[config.mk]
export PLATFORM = sky130hd
export DESIGN_NAME = bin_to_bcd_seq
export DESIGN_NICKNAME = d
export VERILOG_FILES = /design/src/rtl/bin_to_bcd_seq.sv
export SDC_FILE = /design/constraint.sdc
export NUM_CORES = 1
export LEC_CHECK = 0
export ABC_CLOCK_PERIOD_IN_PS = 2200
export CAP_MARGIN = 10
export CORE_AREA = 2 2 99 101
export DETAILED_ROUTE_END_ITERATION = 10
export DIE_AREA = 0 0 101 103
export GPL_TIMING_DRIVEN = 0
export SETUP_SLACK_MARGIN = 0.1
export SYNTH_ARGS = -nofsm -noshare
export SYNTH_HDL_FRONTEND = slang
export SYNTH_SLANG_ARGS = --single-unit
[constraint.sdc]
create_clock -name clk -period 2.2 [get_ports clk]
set_input_delay 0.22 -clock clk [delete_from_list [all_inputs] [get_ports clk]]
set_output_delay 0.22 -clock clk [all_outputs]
set_load 0.005 [all_outputs]
[src/rtl/bin_to_bcd_seq.sv]
`default_nettype none
// ============================================================================
// Module      : bin_to_bcd_seq
// Description : Sequential binary-to-BCD converter using shift-add-3, one
//               input bit per clock. Produces the four digits consumed by the
//               multiplexed 7-segment display driver. Digit and overflow
//               outputs are registered and change only when a conversion
//               completes, so the display never shows intermediate values.
//
// Ports       : clk       - system clock, rising edge
//               rst_n     - asynchronous active-low reset
//               start     - conversion request, sampled only when idle
//               bin_in    - unsigned binary value, captured with start
//               busy      - conversion in progress
//               done      - one-cycle pulse, new digits valid
//               overflow  - last accepted value exceeded 9999
//               s1_data   - ones digit
//               s2_data   - tens digit
//               s3_data   - hundreds digit
//               s4_data   - thousands digit
//
// Revision    : 1.0 - initial release
// ============================================================================
module bin_to_bcd_seq #(
    parameter int BIN_W = 14
) (
    input  logic             clk,
    input  logic             rst_n,
    input  logic             start,
    input  logic [BIN_W-1:0] bin_in,
    output logic             busy,
    output logic             done,
    output logic             overflow,
    output logic [3:0]       s1_data,
    output logic [3:0]       s2_data,
    output logic [3:0]       s3_data,
    output logic [3:0]       s4_data
);

    localparam int CNT_W = $clog2(BIN_W + 1);

    localparam logic [1:0] c_S_IDLE   = 2'd0;
    localparam logic [1:0] c_S_SHIFT  = 2'd1;
    localparam logic [1:0] c_S_FINISH = 2'd2;

    localparam logic [CNT_W-1:0] c_LAST_BIT = CNT_W'(BIN_W - 1);
    localparam logic [CNT_W-1:0] c_CNT_ONE  = CNT_W'(1);

    logic [1:0]       r_state;
    logic [1:0]       w_next_state;
    logic [BIN_W-1:0] r_shift;
    logic [15:0]      r_bcd;
    logic [15:0]      w_bcd_adj;
    logic [CNT_W-1:0] r_cnt;
    logic             r_ovf;
    logic             r_ovf_wait;
    logic             w_in_ovf;
    logic             w_publish;
    logic             r_done;
    logic             r_overflow;
    logic [15:0]      r_digits;

    // ------------------------------------------------------------------------
    // Out-of-range detection. Only a 14-bit input can exceed four digits;
    // narrower inputs never overflow.
    // ------------------------------------------------------------------------
    generate
        if (BIN_W >= 14) begin : g_ovf_cmp
            assign w_in_ovf = (32'(bin_in) > 32'd9999);
        end else begin : g_ovf_none
            assign w_in_ovf = 1'b0;
        end
    endgenerate

    // ------------------------------------------------------------------------
    // Add-3 correction on every nibble, all taken from the pre-shift value.
    // A nibble is at most 9 before correction, so the result fits in 4 bits.
    // ------------------------------------------------------------------------
    generate
        for (genvar gi = 0; gi < 4; gi++) begin : g_nib
            assign w_bcd_adj[gi*4 +: 4] = (r_bcd[gi*4 +: 4] >= 4'd5)
                                        ? (r_bcd[gi*4 +: 4] + 4'd3)
                                        : r_bcd[gi*4 +: 4];
        end
    endgenerate

    // An out-of-range request spends one extra cycle in FINISH so it
    // completes two edges after acceptance.
    assign w_publish = !r_ovf || r_ovf_wait;

    // ------------------------------------------------------------------------
    // State register
    // ------------------------------------------------------------------------
    always_ff @(posedge clk or negedge rst_n) begin
        if (!rst_n) begin
            r_state <= c_S_IDLE;
        end else begin
            r_state <= w_next_state;
        end
    end

    // ------------------------------------------------------------------------
    // Next-state logic
    // ------------------------------------------------------------------------
    always_comb begin
        w_next_state = r_state;
        case (r_state)
            c_S_IDLE: begin
                if (start) begin
                    w_next_state = w_in_ovf ? c_S_FINISH : c_S_SHIFT;
                end
            end
            c_S_SHIFT: begin
                if (r_cnt == c_LAST_BIT) begin
                    w_next_state = c_S_FINISH;
                end
            end
            c_S_FINISH: begin
                if (w_publish) begin
                    w_next_state = c_S_IDLE;
                end
            end
            default: begin
                w_next_state = c_S_IDLE;
            end
        endcase
    end

    // ------------------------------------------------------------------------
    // Datapath and registered outputs
    // ------------------------------------------------------------------------
    always_ff @(posedge clk or negedge rst_n) begin
        if (!rst_n) begin
            r_shift    <= '0;
            r_bcd      <= '0;
            r_cnt      <= '0;
            r_ovf      <= 1'b0;
            r_ovf_wait <= 1'b0;
            r_done     <= 1'b0;
            r_overflow <= 1'b0;
            r_digits   <= '0;
        end else begin
            r_done <= 1'b0;
            case (r_state)
                c_S_IDLE: begin
                    if (start) begin
                        r_shift    <= bin_in;
                        r_bcd      <= '0;
                        r_cnt      <= '0;
                        r_ovf      <= w_in_ovf;
                        r_ovf_wait <= 1'b0;
                    end
                end
                c_S_SHIFT: begin
                    r_bcd   <= (w_bcd_adj << 1) | 16'(r_shift[BIN_W-1]);
                    r_shift <= r_shift << 1;
                    r_cnt   <= r_cnt + c_CNT_ONE;
                end
                c_S_FINISH: begin
                    if (w_publish) begin
                        r_digits   <= r_ovf ? 16'hFFFF : r_bcd;
                        r_overflow <= r_ovf;
                        r_done     <= 1'b1;
                    end else begin
                        r_ovf_wait <= 1'b1;
                    end
                end
                default: begin
                    r_done <= 1'b0;
                end
            endcase
        end
    end

    assign busy     = (r_state != c_S_IDLE);
    assign done     = r_done;
    assign overflow = r_overflow;
    assign s1_data  = r_digits[3:0];
    assign s2_data  = r_digits[7:4];
    assign s3_data  = r_digits[11:8];
    assign s4_data  = r_digits[15:12];

endmodule
`default_nettype wire

---- Yosys cells after proc, flatten, opt, wreduce, memory -nomap -nowiden ----
Index checks and enable logic that the tools add are counted.
Widths: inputs -> output; s select.
word-level totals
  register bits after elaboration ......... 56
  input port bits ......................... 17
operators by class
  $add $sub $neg .......................... 5
  $lt $le $gt $ge ......................... 5
  eq/ne operators ......................... 7
  muxes and demuxes ....................... 21
  bitwise operators ....................... 1
  reductions and logical operators ........ 11
operators with widths
  cell                  count
  $mux 16               2
  $pmux 16 s2           1
  $pmux 14 s2           1
  $ge 4x3->1 const B    4
  $mux 4                4
  $or 16x1->16          1
  $gt 14x14->1 const B  1
  $mux 14               1
  $add 4x2->4 const B   3
  $mux 2                4
  $ne 2x2->1 const B    4
  $pmux 4 s2            1
  $pmux 2 s3            1
  $reduce_and 2->1      3
  $reduce_and 3->1      2
  $reduce_bool 2->1     3
  $add 4x1->4 const B   1
  $eq 4x4->1 const B    1
  $mux 1                4
  $add 3x2->3 const B   1
  $mux 3                1
  $eq 2x1->1 const B    1
  $eq 2x2->1 const B    1
  $logic_not 2->1       1
  other kinds (3)       3

---- Longest topological paths before layout ----
  depth in word-level cells ............... 4
  gate-level depth with buffers ........... 6
  depth with buffers taken out ............ 5

---- Least setup slack after synthesis ----
OpenSTA, ideal clock, no wires.
  path kind ............................... reg-to-reg
  from .................................... register r_state[0]
  to ...................................... register r_digits[10]
  setup time .............................. 0.121 ns
  data arrival time ....................... 1.279 ns
  data required time ...................... 2.079 ns
  path slack .............................. 0.800 ns
  stages on the path, launching flop included .. 6
  clock period less this slack ............ 1.400 ns
  cell sequence ........................... dfrtp_1 > clkbuf_2 > or3_1 > buf_2 > buf_6 > o22a_1
on the way
  cells in the longest elaborated chain, start to end .. 2
ends and longest elaborated chain
  element                     line  text
  start: declaration          49    logic [1:0] r_state;
  start signal: assignment    96    r_state <= c_S_IDLE;
  start signal: assignment    98    r_state <= w_next_state;
  $eq 2x2->1                  144   case (r_state)
  $reduce_and 2->1 (no line)  -
  end signal: assignment      161   r_digits <= r_ovf ? 16'hFFFF : r_bcd;
  end: declaration            61    logic [15:0] r_digits;
No other way between the ends.
A chain may end at the register's enable or synchronous reset.

---- Worst setup path in the final report ----
  from .................................... register r_state[0]
  to ...................................... output busy
on the way
  cells in the longest elaborated chain, start to end .. 1
ends and longest elaborated chain
  element            line  text
  $reduce_bool 2->1  175   assign busy = (r_state != c_S_IDLE);
  end: declaration   31    output logic busy,
No other way between the ends.

==> summary.md <==
| Metric | Value |
|---|---|
| Status | finished, final reports clean |
| Pwr Density | ~1200 nW/µm² |
| Relative max-transition margin | 51.50% |
| Gr ovfl total | 0 |
| Post-route design area | 3368 µm² |
| Final wirelength | between 6 and 7 mm |
| Max cap viols | 0 |
| First-pass detailed-route iteration total | 4 |
| VDD IR-drop max | slightly above 400 µV |
| Syn avg cell area | ~10 µm² |
| Final slew viol count | 0 |
| Commonest non-fill, non-tap cell in the layout | dfrtp_1 |
| Leakage Power | about 1.4 nW |
| Sink Count | 56 |
| Setup Viol. Count Final | 0 |
| Reg2Reg Setup Slack | 510 ps |
| Post-synthesis sequential area ratio | between 50% and 60% |
| # IOs | 36 |
| Vias/cell | ~5.1 |
| Yosys Warn Count | 0 |
| Reg2Reg Capture Point | r_bcd[14]$_DFFE_PN0P_ |
| RSZ-0062 raised after global routing | no |
| Worst setup SP type | flip-flop |
| Number of setup buffers added after CTS | 0 |
| Gp weighted congestion | about 0.8 |
| WS Path Type | reg2out |
| Ys flop type | dfrtp_1 |
| Synth area leader | dfrtp_1 |
| Total Power | roughly 0.0042 W |
| Library cells used by synthesis | 40 |
| Fmax | roughly 510 MHz |
| Largest net degree at the start of global routing | 30 |
| Num CTS Buffers | 5 |
| FP Rows | 36 |
| Req. time, crit path | ~2000 ps |
| Number of synthesized register bits | 56 |
| Fill count | between 900 and 1000 |
| Worst Skew | approximately 14 ps |
| Most frequent cells in the layout | dfrtp_1 (56), clkdlybuf4s50_1 (34), nand2_1 (24) |
| Port bufs | 35 |
| Post-route insts no fill | 421 |
| R2R cell count | 5 |
| Layout area overhead | 23.09% |
| Minimum clock period after layout | between 1500 and 2000 ps |
| Crit path capture type | output pin |
| Die Ht | 103 µm |
| Placed cells | 412 |
| Hold Path End | r_shift[3]$_DFFE_PN0P_ |
| Vias in the first global route | between 2000 and 2500 |
| Hold Startpoint | bin_in[3] |
| # diodes | 0 |
| Layout cell share with drive strength beyond 1 | around 8.1% |
| Cell Area, Placed | 3244 µm² |
| Initial antenna violation count | 0 |
| Final ANT Viol Nets | 0 |
| CTS H-Tree Depth | 2 |
| Pre-CTS WS | around 240 ps |
| Post-synth EDFFs | 0 |
| Drt wl/cell | between 10 and 15 µm |
| Die ar. | 10400 µm² |
| Slew @ Worst Pin | roughly 730 ps |
| Clk buf depth | 2 |
| Final Cycle Share | a little under 90% |
| Routed vias | between 2000 and 2500 |
| FF-to-FF Start | r_state[0]$_DFFE_PN0P_ |
| Post-synthesis net count | just under 300 |
| Max Fanout on Critical Path | 10 |
| Chip Width | 101 µm |
| Synth top area cells | dfrtp_1 (51%), o22a_1 (5.1%), ha_1 (4.6%), nand2_1 (3.3%), nor2b_1 (3.2%) |
| First DRT Iteration DRCs | 65 |
| Cell area after synthesis | 2736 µm² |
| Hold Violations, Final | 0 |
| Worst hold path depth | 3 |
| First-pass GRT wire length | 10.44 mm |
| Root Buffer | clkbuf_8 |
| CORE AREA | approximately 9500 µm² |
| Clk slew on worst S/H paths | about 110 ps |
| Post-route setup slack | about 240 ps |
| Post-synth top area share | approximately half |
| Worst-Skew Late Latency | 310 ps |
| Initial Utilization | just under 30% |
| DP HPWL | 4.448 mm |
| Fin util | around 36% |
| CTS tree | yes |
| Gr usage total | between 10% and 20% |
| Mapped Cells | between 200 and 300 |
| # nets final | approximately 330 |
| Drt drc | 0 |
| Min-delay worst type | in2reg |
| Synth async-reset ratio | 100.0% |
| Crit path DAT | about 1700 ps |
power breakdown:
group	internal [W]	total (W)	switching, W
Clock	0.000345	0.000695	0.000350
Combinational	0.000909	0.00180	0.000895
Sequential	0.00141	0.00167	0.000253
Total	0.00267	0.00417	0.00150
flip-flops by register name, summed over array words and instances (netlist names):
| register | count |
|---|---|
| r_bcd | 16 |
| r_digits | 16 |
| r_shift | 14 |
| r_cnt | 4 |
| r_state | 2 |
| done | 1 |
| overflow | 1 |
| r_ovf | 1 |
| r_ovf_wait | 1 |
how the worst max path moves through the flow:
| stage | startpoint | to | depth (start not counted) |
|---|---|---|---|
| 2_1_floorplan | r_state[0]$_DFFE_PN0P_ | r_digits[10]$_DFFE_PN0P_ | 5 |
| 3_5_place_dp | start | r_bcd[14]$_DFFE_PN0P_ | 5 |
| 4_1_cts | r_state[0]$_DFFE_PN0P_ | busy | 5 |
| 6_report | r_state[0]$_DFFE_PN0P_ | busy | 5 |
| 3_3_place_gp | rst_n | r_shift[9]$_DFFE_PN0P_ | 1 |
| 5_1_grt | r_state[0]$_DFFE_PN0P_ | busy | 5 |
cell type report:
cell class / count / area [µm²] / share of cell area [%]
plain buffers: 16 / 85.08 / 2.526
flip-flops and latches: 56 / 1401 / 41.60
inverters: 21 / 78.83 / 2.340
multi-input cells: 169 / 1174 / 34.84
clock inverters: 2 / 38.79 / 1.152
clock buffers: 6 / 72.57 / 2.155
well taps: 114 / 142.6 / 4.235
repair buffers: 37 / 375.4 / 11.14
cell families after synthesis:
kind of cell	synth area share (%)
AOI/OAI and AO/OA	25.74
and+or+nand+nor	11.25
buffers and inverters	5.898
muxes	0.3658
adders and majority gates	4.572
xor gates and xnor gates	0.9604
DFF	51.21
cell usage after synthesis, types with 2 or more instances:
master,n
a21oi_1,9
a22oi_1,7
a31oi_1,6
a32o_1,4
buf_2,11
clkbuf_1,3
dfrtp_1,56
ha_1,10
inv_1,20
nand2_1,24
nand2b_1,6
nand4_1,2
nor2_1,6
nor2b_1,14
nor3b_1,2
o2111ai_1,8
o211ai_1,5
o21a_1,6
o21ai_0,16
o221ai_1,4
o22a_1,16
o22ai_1,2
o31ai_1,4
o32ai_1,3
xnor2_1,3
critical path, cell delays in order (launching register included):
cell             delay [ps]
dfrtp_1                 340
clkbuf_2                190
buf_4                   190
inv_1                    90
nand2_1                  90
clkdlybuf4s50_1         520
per-layer routing:
layer	up-vias	wire, µm	global-route usage [%]
met1	1058	3007	16.31
li1	1041	-	-
met4	0	46	3.015
met5	-	0	0
met3	5	270	2.847
met2	36	2974	21.54
through the flow:
stage,hold WS [ps],TNS (ps)
final,463.4,0
after global placement,456.5,-50570
after CTS,456.8,0
after global routing,467.3,0
after detailed placement,283.7,0
after floorplan,-75.59,0
repair_timing:
item                       4_1_cts  5_1_grt
hold buffers                     1        0
setup endpoints to repair        0        1
resized for setup                0        2
hold endpoints to repair        27        0
Note: power is estimated with default switching activity, not from simulation.
